## config.mk

```make
export PLATFORM = sky130hd
export DESIGN_NAME = note_sequencer_flat
export DESIGN_NICKNAME = d
export VERILOG_FILES = /design/src/rtl/note_sequencer_pkg.sv /design/src/rtl/note_sequencer_if.sv /design/src/rtl/note_sequencer.sv /design/src/flat_wrapper.sv
export SDC_FILE = /design/constraint.sdc
export NUM_CORES = 1
export LEC_CHECK = 0
export ABC_AREA = 1
export CORE_MARGIN = 1
export CORE_UTILIZATION = 40
export DETAILED_ROUTE_END_ITERATION = 8
export PLACE_DENSITY = 0.75
export SYNTH_ARGS = -nofsm -noshare
export SYNTH_HDL_FRONTEND = slang
export SYNTH_SLANG_ARGS = --single-unit
```

## constraint.sdc

```tcl
create_clock -name clk -period 4.4 [get_ports clk]
set_clock_uncertainty 0.05 [all_clocks]
set_input_delay 1.32 -clock clk [delete_from_list [all_inputs] [get_ports clk]]
set_output_delay 1.32 -clock clk [all_outputs]
set_load 0.02 [all_outputs]
```

## src/rtl/note_sequencer_pkg.sv

```systemverilog
// note_pkg: shared sizes and state encoding for the sequencer, control FSM and HEX display.
package note_pkg;
    localparam int ADDR_W = 6;
    localparam int NOTE_W = 32;
    localparam int DEPTH  = 2 ** ADDR_W;
    localparam int PTR_W  = ADDR_W + 1;
    typedef enum logic [1:0] {
        ST_IDLE = 2'd0,
        ST_REC  = 2'd1,
        ST_PLAY = 2'd2
    } state_e;
endpackage

```

## src/rtl/note_sequencer_if.sv

```systemverilog
// note_sequencer_if: command/beat inputs, RAM port and status outputs of the sequencer.
interface note_sequencer_if;
    import note_pkg::*;
    logic              beat;
    logic              start_record;
    logic              start_play;
    logic              stop;
    logic              loop_en;
    logic [NOTE_W-1:0] note_in;
    logic [NOTE_W-1:0] ram_q;
    logic [ADDR_W-1:0] ram_addr;
    logic              ram_wren;
    logic [NOTE_W-1:0] ram_data;
    logic [NOTE_W-1:0] note_out;
    logic [PTR_W-1:0]  rec_len;
    state_e            state;
    logic              done;
    logic              full;
    modport master (
        output beat, start_record, start_play, stop, loop_en, note_in, ram_q,
        input  ram_addr, ram_wren, ram_data, note_out, rec_len, state, done, full
    );
    modport slave (
        input  beat, start_record, start_play, stop, loop_en, note_in, ram_q,
        output ram_addr, ram_wren, ram_data, note_out, rec_len, state, done, full
    );
endinterface

```

## src/rtl/note_sequencer.sv

```systemverilog
// note_sequencer: beat-driven record/playback controller owning the note RAM port.
module note_sequencer
    import note_pkg::*;
(
    input  logic             clk,
    input  logic             resetn,
    note_sequencer_if.slave  bus
);
    state_e            r_state, w_state;
    logic [PTR_W-1:0]  r_wr_ptr, w_wr_ptr, r_rd_ptr, w_rd_ptr, r_rec_len, w_rec_len;
    logic [PTR_W-1:0]  w_rd_inc;
    logic [ADDR_W-1:0] r_addr, w_addr;
    logic [NOTE_W-1:0] r_data, w_data, r_note, w_note;
    logic              r_wren, w_wren, r_done, w_done, r_full, w_full;

    assign w_rd_inc = r_rd_ptr + PTR_W'(1);

    always_ff @(posedge clk or negedge resetn) begin
        if (!resetn) begin
            r_state   <= ST_IDLE;
            r_wr_ptr  <= '0;
            r_rd_ptr  <= '0;
            r_rec_len <= '0;
            r_addr    <= '0;
            r_data    <= '0;
            r_note    <= '0;
            r_wren    <= 1'b0;
            r_done    <= 1'b0;
            r_full    <= 1'b0;
        end else begin
            r_state   <= w_state;
            r_wr_ptr  <= w_wr_ptr;
            r_rd_ptr  <= w_rd_ptr;
            r_rec_len <= w_rec_len;
            r_addr    <= w_addr;
            r_data    <= w_data;
            r_note    <= w_note;
            r_wren    <= w_wren;
            r_done    <= w_done;
            r_full    <= w_full;
        end
    end

    // Both REC and PLAY exit one cycle after their final beat, so the last write
    // and the last played note are seen in-state and done lands with IDLE.
    always_comb begin
        w_state   = r_state;
        w_wr_ptr  = r_wr_ptr;
        w_rd_ptr  = r_rd_ptr;
        w_rec_len = r_rec_len;
        w_addr    = r_addr;
        w_data    = r_data;
        w_note    = r_note;
        w_wren    = 1'b0;
        w_done    = 1'b0;
        w_full    = r_full;
        case (r_state)
            ST_IDLE: begin
                w_note = '0;
                if (bus.start_record) begin
                    w_state  = ST_REC;
                    w_wr_ptr = '0;
                    w_full   = 1'b0;
                end else if (bus.start_play) begin
                    if (r_rec_len != '0) begin
                        w_state  = ST_PLAY;
                        w_rd_ptr = '0;
                        w_addr   = '0;
                    end else begin
                        w_done = 1'b1;
                    end
                end
            end
            ST_REC: begin
                if (bus.stop || r_wr_ptr == PTR_W'(DEPTH)) begin
                    w_state   = ST_IDLE;
                    w_rec_len = r_wr_ptr;
                    w_full    = r_wr_ptr == PTR_W'(DEPTH);
                    w_done    = 1'b1;
                    w_note    = '0;
                end else if (bus.beat) begin
                    w_addr   = r_wr_ptr[ADDR_W-1:0];
                    w_data   = bus.note_in;
                    w_wren   = 1'b1;
                    w_note   = bus.note_in;
                    w_wr_ptr = r_wr_ptr + PTR_W'(1);
                end
            end
            ST_PLAY: begin
                if (bus.stop || r_rd_ptr == r_rec_len) begin
                    w_state = ST_IDLE;
                    w_done  = 1'b1;
                    w_note  = '0;
                end else if (bus.beat) begin
                    w_note   = bus.ram_q;
                    w_rd_ptr = (w_rd_inc == r_rec_len && bus.loop_en) ? '0 : w_rd_inc;
                    w_addr   = (w_rd_inc == r_rec_len && bus.loop_en) ? '0 : w_rd_inc[ADDR_W-1:0];
                end
            end
            default: w_state = ST_IDLE;
        endcase
    end

    assign bus.ram_addr = r_addr;
    assign bus.ram_wren = r_wren;
    assign bus.ram_data = r_data;
    assign bus.note_out = r_note;
    assign bus.rec_len  = r_rec_len;
    assign bus.state    = r_state;
    assign bus.done     = r_done;
    assign bus.full     = r_full;
endmodule

```

## src/flat_wrapper.sv

```systemverilog
// flat-port wrapper written by rule: the top's interface ports become plain ports
module note_sequencer_flat import note_pkg::*;
  (clk, resetn, bus_beat, bus_start_record, bus_start_play, bus_stop, bus_loop_en, bus_note_in, bus_ram_q, bus_ram_addr, bus_ram_wren, bus_ram_data, bus_note_out, bus_rec_len, bus_state, bus_done, bus_full);
  note_sequencer_if bus_i ();
  input  logic clk;
  input  logic resetn;
  input wire logic [$bits(bus_i.beat)-1:0] bus_beat;
  input wire logic [$bits(bus_i.start_record)-1:0] bus_start_record;
  input wire logic [$bits(bus_i.start_play)-1:0] bus_start_play;
  input wire logic [$bits(bus_i.stop)-1:0] bus_stop;
  input wire logic [$bits(bus_i.loop_en)-1:0] bus_loop_en;
  input wire logic [$bits(bus_i.note_in)-1:0] bus_note_in;
  input wire logic [$bits(bus_i.ram_q)-1:0] bus_ram_q;
  output wire logic [$bits(bus_i.ram_addr)-1:0] bus_ram_addr;
  output wire logic [$bits(bus_i.ram_wren)-1:0] bus_ram_wren;
  output wire logic [$bits(bus_i.ram_data)-1:0] bus_ram_data;
  output wire logic [$bits(bus_i.note_out)-1:0] bus_note_out;
  output wire logic [$bits(bus_i.rec_len)-1:0] bus_rec_len;
  output wire logic [$bits(bus_i.state)-1:0] bus_state;
  output wire logic [$bits(bus_i.done)-1:0] bus_done;
  output wire logic [$bits(bus_i.full)-1:0] bus_full;
  assign bus_i.beat = bus_beat;
  assign bus_i.start_record = bus_start_record;
  assign bus_i.start_play = bus_start_play;
  assign bus_i.stop = bus_stop;
  assign bus_i.loop_en = bus_loop_en;
  assign bus_i.note_in = bus_note_in;
  assign bus_i.ram_q = bus_ram_q;
  assign bus_ram_addr = bus_i.ram_addr;
  assign bus_ram_wren = bus_i.ram_wren;
  assign bus_ram_data = bus_i.ram_data;
  assign bus_note_out = bus_i.note_out;
  assign bus_rec_len = bus_i.rec_len;
  assign bus_state = bus_i.state;
  assign bus_done = bus_i.done;
  assign bus_full = bus_i.full;
  note_sequencer u_core (.clk(clk), .resetn(resetn), .bus(bus_i));
endmodule
```

==> metrics.cfg <==
[finish]
fill_cells = 1094
fin_nets = 836
finish.utilization = 0.570
antennaDiodeCount = 0
flow.area_growth_from_synthesis_pct = 39.2
drive_above_1_share = 0.0865
fin_area_sq_um = 6820

[setup_path]
worst_ep_required_time_ns = 4.59
worst-setup-path-type = primary input to flop
worstReg2RegEnd = u_core.bus.note_out[8]$_DFFE_PN0P_
delay_heaviest_family_cp = buffers and inverters
worst-path-max-fanout = 34
startpoint = bus_stop
depth_of_the_most_critical_reg_to_reg_path = 7
cp_num_cells = 8
worstPathCellList = clkdlybuf4s50_1 -> inv_1 -> nand3_2 -> clkinv_1 -> nand2_1 -> nand2_1 -> nand2_1 -> nand2_1
worst-r2r-setup-slack_ns = 1.78
worst_path_max_delay_cell = sky130_fd_sc_hd__clkinv_1
worst_r2r_startpoint = u_core.bus.state[0]$_DFFE_PN0P_
timing.critical_path.to = u_core.bus.note_out[17]$_DFFE_PN0P_
crit_path_start_kind = primary input
end_kind = flop
worst_path_largest_cell_delay_ns = 0.79
timing.critical_path.arrival_ns = 3.31
critical_path_buf_inv_count = 3
critical_path_most_common_cell = sky130_fd_sc_hd__nand2_1

[timing]
worstMarginPinSlew_ns = 1.04
hold_violations = 0
fmaxAchievable_mhz = 320
final.min_clock_period_ns = 3.12
setup-tns-final_ns = 0
worst_slack_ns = 1.28
maxSlewHeadroom = 0.308
setup_repair_after_global_routing_missed_its_margin = false
layout_worst_path_cycle_share = 0.709
setup_viol_count_final = 0
slew_viol_final = 0

[routing]
first_drt_pass_iteration_count = 6
drc = 0
detailedRoute.firstIterationViolations = 279
antenna_violating_nets_post_route = 0
wl_met2_mm = 6.45
detailroute.wirelength.met3_microns = 898
top_layer = met4
routed_wire_length_per_instance_microns = 14.8
wl_met1_mm = 5.82
totalWireLength_mm = 13.4
route.vias.total = 4481
avgViaCountPerCell = 4.92

[die]
rows = 40
floorplan.core_area_sq_um = 12000
initial_core_util = 0.410
die_area_sq_um = 12700
num_io_pins = 153
fp.dieH_microns = 113
chipWidth_microns = 113

[global_route]
number_of_global_route_vias_before_repair = 4604
grt_antenna_before_repair = 0
grt-ovfl-total = 0
grt_pass1_wl_mm = 22.6
grt_usage = 0.228
maximum_number_of_pins_on_one_net_before_global_route_repair = 82

[clock_network]
cts_tree = done
worst_skew_pair.late_latency_ns = 0.34
path_clk_slew_ns = 0.07
root_buffer = sky130_fd_sc_hd__clkbuf_16
numClockSinks = 96
cts-buffers-inserted = 9
cts.repair.resized = 0
cts_post_setup_buffers_inserted = 0
cts_hold_buffers = 0
cts-root-to-sink-buffers = 2
cts-htree-levels = 3

[placed_design]
place.port_buffers = 152
hpwl_mm = 9.89
globalplace.congestion = 0.865
dpl_worst_slack_ns = 0.874
postPlaceCellArea_sq_um = 6500

[synthesis]
synth_seq_cells = 96
synthesis.yosys.warnings = 0
seq_area_frac_synth = 0.490
synth_area_per_cell_sq_um = 7.95
synth_nets = 694
number_of_distinct_library_cells_after_synthesis = 28
post_synth_inst_count = 616
synth_area_sq_um = 4900

[power]
power-per-cell-area_nw_per_um2 = 583
max-vdd-ir-drop_uv = 325
static-leakage-power_nw = 3.35

[flow_run]
max_cap_violations = 0

[hold_path]
hold_path.class = flop to flop

[outcome]
run_status = finished clean

[routing by layer]
| metal | vias up | track usage |
|---|---|---|
| met5 | - | 0 |
| met4 | 0 | 0.0933 |
| li1 | 2216 | - |
| met3 | 24 | 0.0610 |
| met1 | 2104 | 0.283 |
| met2 | 137 | 0.378 |
[worst register-to-register path, delay by kind of cell (launching register included)]
family	cells	cell delay, ns
AOI/OAI and AO/OA	1	0.74
adders and majority gates	1	0.41
buffers and inverters	1	0.12
DFF	1	0.44
and+or+nand+nor	4	0.74
[logic make-up (layout without fill, tap and decap cells)]
family                   count (synthesis)  after routing  synth area share
AND/OR/NAND/NOR                        374            374             0.307
flip-flops                              96             96             0.490
buffers and inverters                   67            214            0.0590
AO/OA/AOI/OAI                           33             33            0.0388
multiplexers                            33             33            0.0759
adder cells (fa/ha/maj)                  7              7            0.0179
XOR/XNOR                                 6              6            0.0107
[cell usage after synthesis]
| library cell | n | area (sq um) |
|---|---|---|
| sky130_fd_sc_hd__nand3_1 | 26 | 130 |
| sky130_fd_sc_hd__xnor2_1 | 1 | 8.76 |
| sky130_fd_sc_hd__nor2_4 | 3 | 33.8 |
| sky130_fd_sc_hd__mux2_2 | 33 | 372 |
| sky130_fd_sc_hd__inv_2 | 6 | 22.5 |
| sky130_fd_sc_hd__nand4_1 | 9 | 56.3 |
| sky130_fd_sc_hd__nand2_2 | 2 | 12.5 |
| sky130_fd_sc_hd__dfrtp_1 | 96 | 2400 |
| sky130_fd_sc_hd__o31ai_1 | 3 | 22.5 |
| sky130_fd_sc_hd__nor2_1 | 15 | 56.3 |
| sky130_fd_sc_hd__ha_1 | 7 | 87.6 |
| sky130_fd_sc_hd__buf_4 | 4 | 30.0 |
| sky130_fd_sc_hd__nand3b_1 | 1 | 7.51 |
| sky130_fd_sc_hd__nand3_2 | 2 | 20.0 |
| sky130_fd_sc_hd__a31oi_1 | 1 | 6.26 |
| sky130_fd_sc_hd__clkbuf_1 | 2 | 7.51 |
| sky130_fd_sc_hd__inv_1 | 36 | 135 |
| sky130_fd_sc_hd__o21ai_1 | 1 | 5.00 |
| sky130_fd_sc_hd__xor2_1 | 5 | 43.8 |
| sky130_fd_sc_hd__o21ai_4 | 1 | 16.3 |
| sky130_fd_sc_hd__nand2_1 | 314 | 1180 |
| sky130_fd_sc_hd__o21bai_1 | 1 | 7.51 |
| sky130_fd_sc_hd__buf_2 | 18 | 90.1 |
| sky130_fd_sc_hd__o21ai_0 | 22 | 110 |
| sky130_fd_sc_hd__clkinv_1 | 1 | 3.75 |
| sky130_fd_sc_hd__a21boi_0 | 1 | 7.51 |
| sky130_fd_sc_hd__a21oi_1 | 3 | 15.0 |
| sky130_fd_sc_hd__nor3_1 | 2 | 10.0 |
[layout make-up]
cell class                 instances  area (sq um)  share of cell area
clock buffer                      10           229              0.0336
inverter                          43           161              0.0237
sequential                        96          2400               0.352
timing repair buffer             155          1540               0.226
multi-input combinational        453          2210               0.324
clock inverter                     6          91.3              0.0134
tap                              147           184              0.0270
[report_power, final]
part / total, W / internal, W / leakage (nW) / switching (W)
clock: 0.000844 / 0.000502 / 0.157 / 0.000342
combinational: 0.00183 / 0.000763 / 1.92 / 0.00107
sequential: 0.00130 / 0.00113 / 1.27 / 0.000170
[cell usage in the layout, fill, tap and decap left out]
cell type,instances
sky130_fd_sc_hd__clkinv_1,1
sky130_fd_sc_hd__bufinv_16,2
sky130_fd_sc_hd__inv_1,36
sky130_fd_sc_hd__clkinv_2,1
sky130_fd_sc_hd__nand3_1,26
sky130_fd_sc_hd__nand3b_1,1
sky130_fd_sc_hd__ha_1,7
sky130_fd_sc_hd__clkbuf_16,9
sky130_fd_sc_hd__clkbuf_1,1
sky130_fd_sc_hd__mux2_2,33
sky130_fd_sc_hd__nand4_1,9
sky130_fd_sc_hd__xor2_1,5
sky130_fd_sc_hd__nor2_1,15
sky130_fd_sc_hd__nand2_1,314
sky130_fd_sc_hd__o21ai_4,1
sky130_fd_sc_hd__inv_2,6
sky130_fd_sc_hd__o21ai_0,22
sky130_fd_sc_hd__buf_4,4
sky130_fd_sc_hd__nor3_1,2
sky130_fd_sc_hd__inv_6,2
sky130_fd_sc_hd__o21ai_1,1
sky130_fd_sc_hd__xnor2_1,1
sky130_fd_sc_hd__o21bai_1,1
sky130_fd_sc_hd__a21oi_1,3
sky130_fd_sc_hd__clkdlybuf4s50_1,151
sky130_fd_sc_hd__a31oi_1,1
sky130_fd_sc_hd__a21boi_0,1
sky130_fd_sc_hd__nand3_2,2
sky130_fd_sc_hd__clkinv_4,1
sky130_fd_sc_hd__o31ai_1,3
sky130_fd_sc_hd__dfrtp_1,96
sky130_fd_sc_hd__nand2_2,2
sky130_fd_sc_hd__nor2_4,3
[worst min-delay path by stage]
stage                                                    from                                   to  slack, ns  cells past startpoint
after floorplan                u_core.r_rd_ptr[6]$_DFFE_PN0P_       u_core.r_rd_ptr[6]$_DFFE_PN0P_       0.44                      2
after global placement    u_core.bus.note_out[30]$_DFFE_PN0P_  u_core.bus.note_out[30]$_DFFE_PN0P_       0.41                      2
after detailed placement  u_core.bus.note_out[30]$_DFFE_PN0P_  u_core.bus.note_out[30]$_DFFE_PN0P_       0.41                      2
after CTS                 u_core.bus.note_out[30]$_DFFE_PN0P_  u_core.bus.note_out[30]$_DFFE_PN0P_       0.43                      2
after global routing      u_core.bus.note_out[30]$_DFFE_PN0P_  u_core.bus.note_out[30]$_DFFE_PN0P_       0.46                      2
final                      u_core.bus.ram_addr[4]$_DFFE_PN0P_   u_core.bus.ram_addr[4]$_DFFE_PN0P_       0.43                      2
[stage by stage]
| stage | cells | hold WS (ns) | total power (W) |
|---|---|---|---|
| finish | 910 | 0.427 | 0.00397 |
| global route | 910 | 0.457 | 0.00423 |
| CTS | 910 | 0.433 | 0.00401 |
| detailed placement | 894 | 0.414 | 0.00315 |
| global placement | 894 | 0.411 | 0.00311 |
| floorplan | 616 | 0.443 | 0.00237 |
[sequential cells by signal, indices dropped and copies added (netlist names), 2 cells and up]
signal               cells
u_core.bus.state         2
u_core.r_wr_ptr          7
u_core.bus.ram_addr      6
u_core.bus.note_out     32
u_core.bus.ram_data     32
u_core.bus.rec_len       7
u_core.r_rd_ptr          7
No activity file was read; power rests on OpenSTA's default activity.
